[src/rtl/tdc_pkg.sv]
// Shared types and default widths for the TDC start/stop pulse generator.
package tdc_pkg;

    localparam int unsigned DEF_CNT_W  = 16;
    localparam int unsigned DEF_REPS_W = 8;

    typedef enum logic [2:0] {
        IDLE,
        FIRE,
        WAIT_STOP,
        GAP,
        DONE
    } state_t;

endpackage

[src/rtl/tdc_gen_timer.sv]
// Pair timer: counts cycles relative to the latest start strobe and flags the
// stop offset and the effective repetition period.
module tdc_gen_timer
    import tdc_pkg::*;
#(
    parameter int unsigned CNT_W = DEF_CNT_W
) (
    input  logic             clk,
    input  logic             reset_n,
    input  logic             clr,
    input  logic             en,
    input  logic [CNT_W-1:0] cfg_delay,
    input  logic [CNT_W-1:0] cfg_period,
    output logic             delay_hit_c,
    output logic             period_hit_c
);

    localparam int unsigned TW = CNT_W + 1;

    logic [TW-1:0] timer;
    logic [TW-1:0] delay_ext;
    logic [TW-1:0] period_ext;
    logic [TW-1:0] p_eff;

    assign delay_ext  = TW'(cfg_delay);
    assign period_ext = TW'(cfg_period);
    // Effective period never lets the next start overtake the current stop.
    assign p_eff      = (period_ext > delay_ext) ? period_ext : delay_ext + TW'(1);

    // Holds the offset of the upcoming cycle, so clear loads 1 during the start cycle.
    always_ff @(posedge clk or negedge reset_n) begin
        if (!reset_n) begin
            timer <= '0;
        end else if (clr) begin
            timer <= TW'(1);
        end else if (en) begin
            timer <= timer + TW'(1);
        end
    end

    assign delay_hit_c  = (timer == delay_ext);
    assign period_hit_c = (timer == p_eff);

endmodule

[src/rtl/tdc_pulse_gen.sv]
// Burst generator of start/stop strobe pairs for TDC self-test and calibration,
// configured through a valid/ready request.
module tdc_pulse_gen
    import tdc_pkg::*;
#(
    parameter int unsigned CNT_W  = DEF_CNT_W,
    parameter int unsigned REPS_W = DEF_REPS_W
) (
    input  logic              clk,
    input  logic              reset_n,
    input  logic              cfg_valid,
    output logic              cfg_ready,
    input  logic [CNT_W-1:0]  cfg_delay,
    input  logic [CNT_W-1:0]  cfg_period,
    input  logic [REPS_W-1:0] cfg_reps,
    input  logic              abort,
    output logic              start,
    output logic              stop,
    output logic              busy,
    output logic              done,
    output logic [REPS_W-1:0] pulse_idx
);

    state_t              state;
    state_t              state_d;
    logic [CNT_W-1:0]    delay_q;
    logic [CNT_W-1:0]    period_q;
    logic [REPS_W-1:0]   left_q;
    logic [REPS_W-1:0]   left_d;
    logic [REPS_W-1:0]   idx_d;
    logic                start_d;
    logic                stop_d;
    logic                busy_d;
    logic                done_d;
    logic                ready_d;
    logic                latch_c;
    logic                tclr_c;
    logic                ten_c;
    logic                stop_pending_c;
    logic                delay_hit_c;
    logic                period_hit_c;

    tdc_gen_timer #(
        .CNT_W (CNT_W)
    ) u_timer (
        .clk          (clk),
        .reset_n      (reset_n),
        .clr          (tclr_c),
        .en           (ten_c),
        .cfg_delay    (delay_q),
        .cfg_period   (period_q),
        .delay_hit_c  (delay_hit_c),
        .period_hit_c (period_hit_c)
    );

    // A start is out whose stop has not yet been issued.
    assign stop_pending_c = ((state == FIRE) && (delay_q != '0)) || (state == WAIT_STOP);
    assign ten_c = (state == FIRE) || (state == WAIT_STOP) || (state == GAP);

    // Next state and next value of every registered output.
    always_comb begin
        state_d = state;
        start_d = 1'b0;
        stop_d  = 1'b0;
        busy_d  = 1'b0;
        done_d  = 1'b0;
        idx_d   = pulse_idx;
        left_d  = left_q;
        latch_c = 1'b0;
        tclr_c  = 1'b0;

        case (state)
            IDLE, DONE: begin
                state_d = IDLE;
                if (cfg_valid && cfg_ready) begin
                    latch_c = 1'b1;
                    idx_d   = '0;
                    if (cfg_reps == '0) begin
                        state_d = DONE;
                        done_d  = 1'b1;
                    end else begin
                        state_d = FIRE;
                        start_d = 1'b1;
                        stop_d  = (cfg_delay == '0);
                        busy_d  = 1'b1;
                        idx_d   = REPS_W'(1);
                        left_d  = cfg_reps - REPS_W'(1);
                        tclr_c  = 1'b1;
                    end
                end
            end
            FIRE, WAIT_STOP, GAP: begin
                if (abort) begin
                    // Close an open front-end window exactly once, never restart.
                    state_d = IDLE;
                    stop_d  = stop_pending_c;
                end else if (stop_pending_c) begin
                    busy_d = 1'b1;
                    if (delay_hit_c) begin
                        stop_d  = 1'b1;
                        state_d = GAP;
                    end else begin
                        state_d = WAIT_STOP;
                    end
                end else if (left_q == '0) begin
                    state_d = DONE;
                    done_d  = 1'b1;
                end else if (period_hit_c) begin
                    state_d = FIRE;
                    start_d = 1'b1;
                    stop_d  = (delay_q == '0);
                    busy_d  = 1'b1;
                    idx_d   = pulse_idx + REPS_W'(1);
                    left_d  = left_q - REPS_W'(1);
                    tclr_c  = 1'b1;
                end else begin
                    state_d = GAP;
                    busy_d  = 1'b1;
                end
            end
            default: begin
                state_d = IDLE;
            end
        endcase

        ready_d = (state_d == IDLE) || (state_d == DONE);
    end

    always_ff @(posedge clk or negedge reset_n) begin
        if (!reset_n) begin
            state     <= IDLE;
            start     <= 1'b0;
            stop      <= 1'b0;
            busy      <= 1'b0;
            done      <= 1'b0;
            cfg_ready <= 1'b1;
            pulse_idx <= '0;
            left_q    <= '0;
            delay_q   <= '0;
            period_q  <= '0;
        end else begin
            state     <= state_d;
            start     <= start_d;
            stop      <= stop_d;
            busy      <= busy_d;
            done      <= done_d;
            cfg_ready <= ready_d;
            pulse_idx <= idx_d;
            left_q    <= left_d;
            if (latch_c) begin
                delay_q  <= cfg_delay;
                period_q <= cfg_period;
            end
        end
    end

endmodule

[config.mk]
export PLATFORM = sky130hd
export DESIGN_NAME = tdc_pulse_gen
export DESIGN_NICKNAME = d
export VERILOG_FILES = /design/src/rtl/tdc_pkg.sv /design/src/rtl/tdc_gen_timer.sv /design/src/rtl/tdc_pulse_gen.sv
export SDC_FILE = /design/constraint.sdc
export NUM_CORES = 1
export LEC_CHECK = 0
export CORE_UTILIZATION = 60
export CTS_BUF_LIST = sky130_fd_sc_hd__clkbuf_16
export CTS_CLUSTER_DIAMETER = 100
export CTS_CLUSTER_SIZE = 8
export DETAILED_ROUTE_END_ITERATION = 8
export GPL_TIMING_DRIVEN = 0
export HOLD_SLACK_MARGIN = 0.12
export PLACE_DENSITY = 0.86
export SLEW_MARGIN = 20
export SYNTH_ARGS = -nofsm -noshare
export SYNTH_HDL_FRONTEND = slang
export SYNTH_SLANG_ARGS = --single-unit
[constraint.sdc]
create_clock -name clk -period 7.15 [get_ports clk]
set_clock_uncertainty 0.1 [all_clocks]
set_input_delay 2.145 -clock clk [delete_from_list [all_inputs] [get_ports clk]]
set_output_delay 2.145 -clock clk [all_outputs]
set_load 0.1 [all_outputs]
==> run_results.csv <==
group,metric,value,unit
outcome,outcome,"finished clean",
floorplanning,core_area,7850,um2
critical_path,arrival_time_reported_for_the_critical_path_endpoint,4.56,ns
logic_synthesis,synth_cell_types,70,
grt,wire_length_of_the_first_global_routing_pass,23500,um
sta,max-slew-margin-rel,34.5,%
logic_synthesis,synth_nets,652,
floorplanning,start_util,63.3,%
final_layout,n_fill_cell,594,
clock_tree,max-clock-path-buffers,2,
route,vias,4749,
sta,worst_slew_pin_slew,0.979,ns
final_layout,num-nets-final,720,
floorplanning,ports,57,
critical_path,critical_path.endpoint_type,"flip-flop",
critical_path,crit_path_max_incr_delay,0.50,ns
critical_path,worst-path-max-fanout,10,
critical_path,cp_slowest_cell,"clkdlybuf4s50_1",
grt,grt_max_degree,38,
sta,finalHoldViolations,0,
clock_tree,cts_post_setup_buffers_inserted,0,
clock_tree,clkTransAtPathRegs,0.06,ns
sta,fin_crit_sh,61.7,%
grt,overall_routing_resource_usage,35.9,%
power,leakage,2.55,nW
clock_tree,hold_fix_buffers_cts,0,
route,average_wire_per_standard_cell,18.8,um
power,irDropWorstVdd,0.000313,V
power,p_int,1.31,mW
floorplanning,die-area,8650,um2
route,drt-pass1-iter-count,5,
final_layout,seqCellArea,1800,um2
grt,grt_overflow,0,
logic_synthesis,synthArstFlopShare,100,%
grt,first_global_vias,4736,
power,gate_power_share,52.6,%
placed_design,port-buffer-count,56,
sta,setup_viol_count_final,0,
clock_tree,clock_tree_from_tritoncts,"built",
logic_synthesis,number_of_synthesized_flops_with_an_enable_pin,0,
power,switching_power,1.19,mW
clock_tree,cts_sinks,72,
logic_synthesis,yosys_register_bits,72,
placed_design,place.detailed.hpwl,10800,um
floorplanning,die_h,93.0,um
logic_synthesis,yosys.cell_count.top_type,"nand2_1",
sta,report.final.slew_viol_count,0,
hold_path,min_path_type,"flip-flop to flip-flop",
logic_synthesis,synth_warnings,0,
logic_synthesis,synthesis.area,4970,um2
final_layout,insertedDiodeCount,0,
floorplanning,dieWidth,93.0,um
clock_tree,tritoncts.num_buffers,9,
power,switching_share,47.6,%
logic_synthesis,synthesis.instances,587,
sta,max_freq,227,MHz
route,wirelength,14300,um
logic_synthesis,netlist_top_cells_area,"dfrtp_1, nand2_1, ha_1, xor2_1, o21ai_0",
route,drc,0,
power,pwr_density_cell,420,nW/um2
clock_tree,cts_htree_levels,3,
sta,final.setup.tns,0,ns
critical_path,worst-setup-path-type,"input port to flip-flop",
final_layout,fraction_of_layout_instances_using_a_drive_strength_above_1,7.12,%
clock_tree,cts_root_buf,"clkbuf_16",
grt,antenna_violations_before_repair,0,
critical_path,crit_required,7.29,ns
sta,rsz0062_at_grt,"no",
logic_synthesis,netlist.top_cell.by_area,"dfrtp_1",
logic_synthesis,yosysSeqAreaShare,36.3,%
sta,period_needed,4.41,ns
final_layout,multi_input_comb_area,2910,um2
power,clockPowerShare,18.4,%
placed_design,place_congestion,0.941,
logic_synthesis,average_cell_area_after_synthesis,8.46,um2
critical_path,worstSetupStartpointType,"input port",
power,design_power_total,2.51,mW
route,antenna_left,0,
clock_tree,post_cts.resized_instances,0,
job,timing.max_cap.violations,0,
logic_synthesis,synth_top_area_share,35.8,%
clock_tree,insertion_delay,0.35,ns
route,drt_iter0_drc,410,
final_layout,areaGrowthSynthToFinish,20.2,%
power,power_frac_seq,29.0,%
route,avgViaCountPerCell,6.23,
critical_path,worstPathCellList,"clkdlybuf4s50_1 -> nor4_1 -> and3_1 -> nand2b_1 -> clkbuf_1 -> o21ai_2 -> a211o_1 -> a211oi_1",
floorplanning,site_rows,32,
logic_synthesis,synth_commonest_cells,"nand2_1, dfrtp_1, o21ai_0",
logic_synthesis,ys_dominant_reg_cell,"dfrtp_1",
-- layer usage --
layer,vias to the layer above,wire length (um),global-route usage (%)
li1,2215,-,-
met1,2263,6060,46.7
met2,223,6650,57.2
met3,48,1120,7.15
met4,0,503,17.4
met5,-,0,0
-- cells in the final DEF (no fill, tap or decap), types with 8 or more instances in the layout --
| cell | Yosys | routed |
|---|---|---|
| dfrtp_1 | 71 | 71 |
| nor4_1 | 11 | 11 |
| xnor2_1 | 21 | 21 |
| xor2_1 | 29 | 29 |
| nor3_1 | 23 | 23 |
| nand4_1 | 11 | 11 |
| mux2i_1 | 9 | 9 |
| and3_1 | 8 | 8 |
| nand2_1 | 87 | 87 |
| ha_1 | 21 | 21 |
| a21oi_1 | 27 | 27 |
| nor2_1 | 39 | 39 |
| nand3_1 | 19 | 19 |
| o21ai_0 | 42 | 42 |
| clkdlybuf4s50_1 | 0 | 55 |
| inv_1 | 28 | 29 |
| clkbuf_1 | 27 | 27 |
| clkbuf_16 | 0 | 9 |
-- flip-flops by register name, summed over array words and instances (netlist names) --
signal,flops
period_q,16
delay_q,16
state,2
start,1
busy,1
left_q,8
u_timer.timer,17
cfg_ready,1
done,1
pulse_idx,8
stop,1
-- critical path, delay by kind of cell --
kind | cells | cell delay (ns)
buffers and inverters | 2 | 0.91
AND/OR/NAND/NOR | 3 | 0.62
AO/OA/AOI/OAI | 3 | 0.86
-- per-stage QoR --
stage / instances / utilization, % / setup WS [ns] / hold WS, ns / area, um2
5_1_grt: 762 / 76.1 / 2.53 / 0.478 / 5970
3_5_place_dp: 746 / 72.3 / 2.39 / 0.430 / 5670
2_1_floorplan: 587 / - / 3.37 / 0.372 / 4970
3_3_place_gp: 745 / 72.1 / 1.34 / 0.408 / 5660
4_1_cts: 762 / 76.1 / 2.71 / 0.443 / 5970
6_report: 762 / 76.1 / 2.74 / 0.440 / 5970
-- logic make-up after synthesis --
logic type / share of synthesized area [%]
muxes: 2.49
AOI/OAI and AO/OA: 15.2
buffers and inverters: 5.06
and+or+nand+nor: 26.8
DFF: 36.3
xor gates and xnor gates: 8.82
adders and majority gates: 5.29
-- worst paths after layout --
path | start | endpoint | slack [ns] | cells past startpoint
setup / recovery | cfg_reps[2] | left_q[7] | 2.74 | 8
hold reg to reg | left_q[0] | left_q[0] | 0.44 | 1
max in group asynchronous | reset_n | cfg_ready | 4.65 | 2
setup reg to reg | delay_q[12] | pulse_idx[4] | 2.84 | 14
hold / removal | left_q[0] | left_q[0] | 0.44 | 1
min in group asynchronous | reset_n | delay_q[13] | 1.65 | 1
-- area by class of cell --
class	instances	share of cell area (%)
Multi-Input combinational cell	453	48.8
Timing Repair Buffer	57	9.68
Sequential cell	72	30.2
Clock buffer	9	3.77
Tap cell	102	2.14
Inverter	28	1.76
Buffer	34	2.45
Clock inverter	7	1.22
-- power groups by stage --
stage | combinational (mW) | clock, mW | sequential (mW)
6_report | 1.32 | 0.460 | 0.727
5_1_grt | 1.45 | 0.475 | 0.739
4_1_cts | 1.30 | 0.458 | 0.716
3_5_place_dp | 1.28 | 0 | 0.721
3_3_place_gp | 1.23 | 0 | 0.715
2_1_floorplan | 0.882 | 0 | 0.750
No activity file was read; power rests on OpenSTA's default activity.
